==> src/rtl/ysyx_220053_idu.sv <==
`default_nettype none
// ============================================================================
// Module   : ysyx_220053_idu
// Brief    : RV64I instruction decoder with a single valid/ready output stage.
//            Optional macro YSYX_220053_IDU_RV64W_EN enables OP-32/OP-IMM-32.
// Revision : 1.0
// ============================================================================
module ysyx_220053_idu (
    input  logic        clk,
    input  logic        rst,
    input  logic        in_valid,
    output logic        in_ready,
    input  logic [31:0] in_inst,
    input  logic [63:0] in_pc,
    input  logic        flush,
    output logic        out_valid,
    input  logic        out_ready,
    output logic [4:0]  out_aluop,
    output logic        out_srca_pc,
    output logic        out_srcb_imm,
    output logic [63:0] out_imm,
    output logic [4:0]  out_rs1,
    output logic [4:0]  out_rs2,
    output logic [4:0]  out_rd,
    output logic        out_wen,
    output logic        out_illegal,
    output logic [63:0] out_pc
);
    localparam logic [6:0] OPC_LOAD   = 7'b0000011;
    localparam logic [6:0] OPC_OPIMM  = 7'b0010011;
    localparam logic [6:0] OPC_AUIPC  = 7'b0010111;
    localparam logic [6:0] OPC_STORE  = 7'b0100011;
    localparam logic [6:0] OPC_OP     = 7'b0110011;
    localparam logic [6:0] OPC_LUI    = 7'b0110111;
    localparam logic [6:0] OPC_BRANCH = 7'b1100011;
    localparam logic [6:0] OPC_JALR   = 7'b1100111;
    localparam logic [6:0] OPC_JAL    = 7'b1101111;
`ifdef YSYX_220053_IDU_RV64W_EN
    localparam logic [6:0] OPC_OPIMM32 = 7'b0011011;
    localparam logic [6:0] OPC_OP32    = 7'b0111011;
`endif

    localparam logic [4:0] ALU_ADD   = 5'b00000;
    localparam logic [4:0] ALU_SLT   = 5'b00010;
    localparam logic [4:0] ALU_SLTU  = 5'b00011;
    localparam logic [4:0] ALU_SUB   = 5'b01000;
    localparam logic [4:0] ALU_PASSB = 5'b01111;

    logic [6:0]  opcode;
    logic [2:0]  funct3;
    logic [6:0]  funct7;
    logic [4:0]  rd;
    logic [63:0] imm_i, imm_s, imm_b, imm_u, imm_j, imm_sh;

    assign opcode = in_inst[6:0];
    assign funct3 = in_inst[14:12];
    assign funct7 = in_inst[31:25];
    assign rd     = in_inst[11:7];

    assign imm_i  = {{52{in_inst[31]}}, in_inst[31:20]};
    assign imm_s  = {{52{in_inst[31]}}, in_inst[31:25], in_inst[11:7]};
    assign imm_b  = {{51{in_inst[31]}}, in_inst[31], in_inst[7], in_inst[30:25], in_inst[11:8], 1'b0};
    assign imm_u  = {{32{in_inst[31]}}, in_inst[31:12], 12'b0};
    assign imm_j  = {{43{in_inst[31]}}, in_inst[31], in_inst[19:12], in_inst[20], in_inst[30:21], 1'b0};
    assign imm_sh = {58'd0, in_inst[25:20]};

    logic [4:0]  aluop_d;
    logic        srca_d, srcb_d, wen_d, illegal_d;
    logic [63:0] imm_d;

    // Arithmetic ALU codes are {W, alt, funct3}; illegal words collapse to all-zero controls.
    always_comb begin
        aluop_d   = ALU_ADD;
        srca_d    = 1'b0;
        srcb_d    = 1'b0;
        wen_d     = 1'b0;
        illegal_d = 1'b0;
        imm_d     = '0;
        case (opcode)
            OPC_OP: begin
                wen_d   = 1'b1;
                aluop_d = {1'b0, funct7[5], funct3};
                if (!(funct7 == 7'b0000000 ||
                      (funct7 == 7'b0100000 && (funct3 == 3'b000 || funct3 == 3'b101))))
                    illegal_d = 1'b1;
            end
            OPC_OPIMM: begin
                wen_d   = 1'b1;
                srcb_d  = 1'b1;
                imm_d   = imm_i;
                aluop_d = {2'b00, funct3};
                if (funct3 == 3'b001 || funct3 == 3'b101) begin
                    imm_d   = imm_sh;
                    aluop_d = {1'b0, in_inst[30], funct3};
                    if (in_inst[31:26] != 6'b000000 &&
                        !(in_inst[31:26] == 6'b010000 && funct3 == 3'b101))
                        illegal_d = 1'b1;
                end
            end
`ifdef YSYX_220053_IDU_RV64W_EN
            OPC_OP32: begin
                wen_d   = 1'b1;
                aluop_d = {1'b1, funct7[5], funct3};
                if (!((funct7 == 7'b0000000 &&
                       (funct3 == 3'b000 || funct3 == 3'b001 || funct3 == 3'b101)) ||
                      (funct7 == 7'b0100000 && (funct3 == 3'b000 || funct3 == 3'b101))))
                    illegal_d = 1'b1;
            end
            OPC_OPIMM32: begin
                wen_d   = 1'b1;
                srcb_d  = 1'b1;
                imm_d   = imm_i;
                aluop_d = {2'b10, funct3};
                if (funct3 == 3'b001 || funct3 == 3'b101) begin
                    // funct7 covers shamt[5], so a 6-bit shift amount is rejected here.
                    imm_d   = imm_sh;
                    aluop_d = {1'b1, in_inst[30], funct3};
                    if (funct7 != 7'b0000000 && !(funct7 == 7'b0100000 && funct3 == 3'b101))
                        illegal_d = 1'b1;
                end else if (funct3 != 3'b000) begin
                    illegal_d = 1'b1;
                end
            end
`endif
            OPC_LUI: begin
                wen_d   = 1'b1;
                srcb_d  = 1'b1;
                imm_d   = imm_u;
                aluop_d = ALU_PASSB;
            end
            OPC_AUIPC: begin
                wen_d  = 1'b1;
                srca_d = 1'b1;
                srcb_d = 1'b1;
                imm_d  = imm_u;
            end
            OPC_JAL: begin
                wen_d  = 1'b1;
                srca_d = 1'b1;
                srcb_d = 1'b1;
                imm_d  = imm_j;
            end
            OPC_JALR: begin
                wen_d     = 1'b1;
                srcb_d    = 1'b1;
                imm_d     = imm_i;
                illegal_d = (funct3 != 3'b000);
            end
            OPC_LOAD: begin
                wen_d     = 1'b1;
                srcb_d    = 1'b1;
                imm_d     = imm_i;
                illegal_d = (funct3 == 3'b111);
            end
            OPC_STORE: begin
                srcb_d    = 1'b1;
                imm_d     = imm_s;
                illegal_d = funct3[2];
            end
            OPC_BRANCH: begin
                imm_d = imm_b;
                if (funct3[2:1] == 2'b01)
                    illegal_d = 1'b1;
                else if (!funct3[2])
                    aluop_d = ALU_SUB;
                else if (!funct3[1])
                    aluop_d = ALU_SLT;
                else
                    aluop_d = ALU_SLTU;
            end
            default: illegal_d = 1'b1;
        endcase
        wen_d = wen_d & (rd != 5'd0);
        if (illegal_d) begin
            aluop_d = ALU_ADD;
            srca_d  = 1'b0;
            srcb_d  = 1'b0;
            wen_d   = 1'b0;
            imm_d   = '0;
        end
    end

    logic        valid_q, srca_q, srcb_q, wen_q, illegal_q;
    logic [4:0]  aluop_q, rs1_q, rs2_q, rd_q;
    logic [63:0] imm_q, pc_q;
    logic        load;

    assign in_ready = !valid_q | out_ready;
    assign load     = in_valid & in_ready;

    always_ff @(posedge clk) begin
        if (rst) begin
            valid_q   <= 1'b0;
            aluop_q   <= '0;
            srca_q    <= 1'b0;
            srcb_q    <= 1'b0;
            imm_q     <= '0;
            rs1_q     <= '0;
            rs2_q     <= '0;
            rd_q      <= '0;
            wen_q     <= 1'b0;
            illegal_q <= 1'b0;
            pc_q      <= '0;
        end else if (flush) begin
            valid_q <= 1'b0;
        end else if (load) begin
            valid_q   <= 1'b1;
            aluop_q   <= aluop_d;
            srca_q    <= srca_d;
            srcb_q    <= srcb_d;
            imm_q     <= imm_d;
            rs1_q     <= in_inst[19:15];
            rs2_q     <= in_inst[24:20];
            rd_q      <= rd;
            wen_q     <= wen_d;
            illegal_q <= illegal_d;
            pc_q      <= in_pc;
        end else if (out_ready) begin
            valid_q <= 1'b0;
        end
    end

    assign out_valid    = valid_q;
    assign out_aluop    = aluop_q;
    assign out_srca_pc  = srca_q;
    assign out_srcb_imm = srcb_q;
    assign out_imm      = imm_q;
    assign out_rs1      = rs1_q;
    assign out_rs2      = rs2_q;
    assign out_rd       = rd_q;
    assign out_wen      = wen_q;
    assign out_illegal  = illegal_q;
    assign out_pc       = pc_q;
endmodule
`default_nettype wire

==> config.mk <==
export PLATFORM = sky130hd
export DESIGN_NAME = ysyx_220053_idu
export DESIGN_NICKNAME = d
export VERILOG_FILES = /design/src/rtl/ysyx_220053_idu.sv
export SDC_FILE = /design/constraint.sdc
export NUM_CORES = 1
export LEC_CHECK = 0
export CAP_MARGIN = 20
export CORE_MARGIN = 10
export CORE_UTILIZATION = 41
export CTS_BUF_LIST = sky130_fd_sc_hd__clkbuf_16
export CTS_CLUSTER_SIZE = 28
export DETAILED_ROUTE_END_ITERATION = 8
export GPL_ROUTABILITY_DRIVEN = 0
export PLACE_DENSITY = 0.82
export SLEW_MARGIN = 20
export SYNTH_ARGS = -nofsm -noshare
export SYNTH_HDL_FRONTEND = slang
export SYNTH_SLANG_ARGS = --single-unit
==> constraint.sdc <==
create_clock -name clk -period 2.05 [get_ports clk]
set_input_delay 0.3075 -clock clk [delete_from_list [all_inputs] [get_ports clk]]
set_output_delay 0.3075 -clock clk [all_outputs]
set_load 0.05 [all_outputs]
==> metrics.md <==
| Metric | Value |
|---|---|
| Outcome | completed |
| Synth top area share | a little under half |
| EDFF count, synth | 0 |
| Antenna cells | 0 |
| CP endpoint kind | register |
| Total power | 6200 µW |
| Clock transition at path regs | approximately 50 ps |
| Starting Density | about two fifths |
| Num CTS Buffers | 17 |
| Final HPWL from detailed placement | 15.4 mm |
| Synth unique cells | 54 |
| GR Util All Layers | a little over a fifth |
| Startpoint types | input port |
| Pin count of the biggest net entering global routing | 55 |
| Final Hold Vio Count | 0 |
| Main flop type after synthesis | dfxtp_1 |
| Critical path type | input port to register |
| Num rows | between 40 and 50 |
| DR vias | around 5600 |
| Vias in the first global route | around 5600 |
| Initial antenna violation count | 0 |
| Sink Count | 120 |
| Worst hold path type | input port to register |
| Fillers | between 900 and 1000 |
| Pwr per Cell Area | 691 mW/mm² |
| Post-route DRC violation count | 0 |
| #FFs+latches synth | 120 |
| Critical Path AT | 2330 ps |
| TritonRoute pass-1 iters | 5 |
| Leak | 0.00337 µW |
| Avg Synthesized Cell Area | around 8.1 µm² |
| Internal power | about 4500 µW |
| Fin. max-slew vios | 0 |
| Layout area overhead | 69.5% |
| Clock Skew | 3.85 ps |
| Combinational fraction of design power | approximately 17% |
| Post-route worst setup slack | roughly 34 ps |
| Fmax | 496 MHz |
| Final min period | 2020 ps |
| Die footprint | 0.0179 mm² |
| Synthesized cell area | 0.00529 mm² |
| Worst path required time | roughly 2400 ps |
| Clk Latency, worst-skew pair | roughly 400 ps |
| Worst path max stage delay | 450 ps |
| DR WL/cell | 18.5 µm |
| Root buf cell | clkbuf_16 |
| Final ANT Viol Nets | 0 |
| Part of the power in registers | roughly two fifths |
| TritonCTS clock tree | done |
| Sequential share of the synthesized area | between 40% and 50% |
| Grt ovf | 0 |
| CTS Buffer Depth | 2 |
| Placed insts | 1052 |
| First-pass GRT wire length | 30.8 mm |
| Dpl ws | -362 ps |
| IO buf count | about 250 |
| Non-filler cells, final | 1084 |
| Synth warnings | 0 |
| Post-synth top cells | nand2_1 (208), dfxtp_1 (120), a21oi_1 (89), buf_4 (34), clkbuf_1 (33) |
| Clock power share | between 40% and 50% |
| Layout cells sized above 1 | 17.5% |
| Core box area | approximately 0.013 mm² |
| Asr flop ratio synth | 0% |
| Largest area contributor in the netlist | dfxtp_1 |
| Most frequent cell after synthesis | nand2_1 |
| Nets | 1000 |
| Max rail drop VDD | 594 µV |
| Slew margin rel. | ~59% |
| Die width | between 100 and 150 µm |
| Final period util | a little over nine tenths |
| Switching fraction of total power | approximately 28% |
| Synthesized instance count | about 660 |
| H-tree depth | 4 |
| Switching Power | 1720 µW |
| Final WL | about 20 mm |
| Final setup fails | 0 |
| I/O Pins | approximately 260 |
| Final Util | a little under three quarters |
| Die height | around 130 µm |
| Fin Setup TNS | 0 ps |
| Synth area leaders | dfxtp_1 (45%), nand2_1 (15%), a21oi_1 (8.4%), buf_4 (4.8%), o31ai_2 (4.7%) |
| Crit path max fanout | 23 |
| Slew @ Worst Pin | about 610 ps |
| Slowest stage cell, crit path | clkdlybuf4s50_1 |
| Critical path, cell by cell | clkdlybuf4s50_1 -> nor4_2 -> buf_4 -> a211oi_1 -> o31ai_2 -> buf_4 -> nand3_4 -> buf_12 -> o31ai_2 |
| Setup Buffers After CTS | 0 |
| Vias per inst | 5.17 |
| DR iter-0 viols | about 360 |
| Max-Cap Viols | 0 |
| Mapped Nets | approximately 760 |
==> power by group through the flow <==
| stage | Clock, µW | Sequential, µW | Combinational [µW] |
|---|---|---|---|
| after floorplan | 0 | 2750 | 261 |
| after global placement | 0 | 2490 | 1010 |
| after detailed placement | 0 | 2500 | 1020 |
| after CTS | 2760 | 2450 | 1030 |
| after global routing | 2870 | 2450 | 1090 |
| final | 2720 | 2440 | 1030 |
==> worst max-delay path, delay by kind of cell <==
kind / cells / cell delay, ps
buffers and inverters: 4 / 980
and+or+nand+nor: 2 / 370
AOI/OAI and AO/OA: 3 / 640
==> layer usage <==
metal  track usage, %  vias up  part of all wire (%)
li1                 -     2717                     -
met1             23.8     2610                    40
met2             36.9      239                    50
met3             7.71       39                   7.8
met4             8.95        0                   2.8
met5                0        -                     0
==> cell usage in the layout (no fill, tap or decap), types with 4 or more instances in the layout <==
master,synthesis,layout
nand2_1,208,208
nand3_1,4,4
o21ai_0,10,10
o31ai_1,11,10
a211oi_1,12,12
nor2b_1,4,4
inv_1,3,4
nor3_1,5,4
nor2_1,9,8
clkdlybuf4s50_1,0,217
a32o_1,4,4
buf_12,0,40
nand4_1,12,12
and4b_1,4,4
a21oi_1,89,89
clkinv_2,0,6
buf_4,34,54
o31ai_2,20,21
dfxtp_1,120,119
clkbuf_16,0,17
==> final timing paths <==
kind	start	end	slack, ps	depth (start not counted)
worst min-delay path	rst	out_rs2[3]$_SDFFE_PP0P_	220	2
worst max-delay path	in_inst[26]	out_imm[14]$_SDFFE_PP0P_	30	9
worst min register to register	out_pc[31]$_SDFFE_PP0P_	out_pc[31]$_SDFFE_PP0P_	450	2
worst max register to register	out_valid$_SDFFE_PP0P_	out_imm[20]$_SDFFE_PP0P_	290	7
==> what timing repair did <==
action | CTS | global route
gates resized for setup | 0 | 3
endpoints found under the setup margin | 0 | 12
hold buffers | 0 | 0
==> final cells by class <==
type,count,area [µm²],share of cell area (%)
clock inverter,15,113,1.26
timing repair buffer,311,3380,37.7
inverter,4,15.0,0.167
sequential,120,2400,26.8
tap,172,215,2.40
multi-input combinational,445,2420,27.0
clock buffer,17,425,4.74
==> sequential cells by signal, indices dropped and copies added, names as in the netlist <==
signal and cells:
out_illegal 1, out_aluop 4, out_pc 64, out_rs2 5, out_srca_pc 1, out_wen 1
out_rs1 5, out_rd 5, out_imm 32, out_srcb_imm 1, out_valid 1
==> kinds of logic after synthesis <==
kind of cell	count (synthesis)	share of synthesized area (%)
other	1	0.0708
DFF	120	45.4
muxes	1	0.189
AOI/OAI and AO/OA	170	22.3
buffers and inverters	91	9.41
and+or+nand+nor	273	22.6
==> stage by stage <==
| step | instance area [µm²] | hold slack, ps |
|---|---|---|
| 5_1_grt | 8970 | 188 |
| 2_1_floorplan | 5300 | 379 |
| 3_3_place_gp | 8420 | 433 |
| 3_5_place_dp | 8420 | 439 |
| 4_1_cts | 8960 | 189 |
| 6_report | 8970 | 216 |
Power figures use the tool's default switching activity.
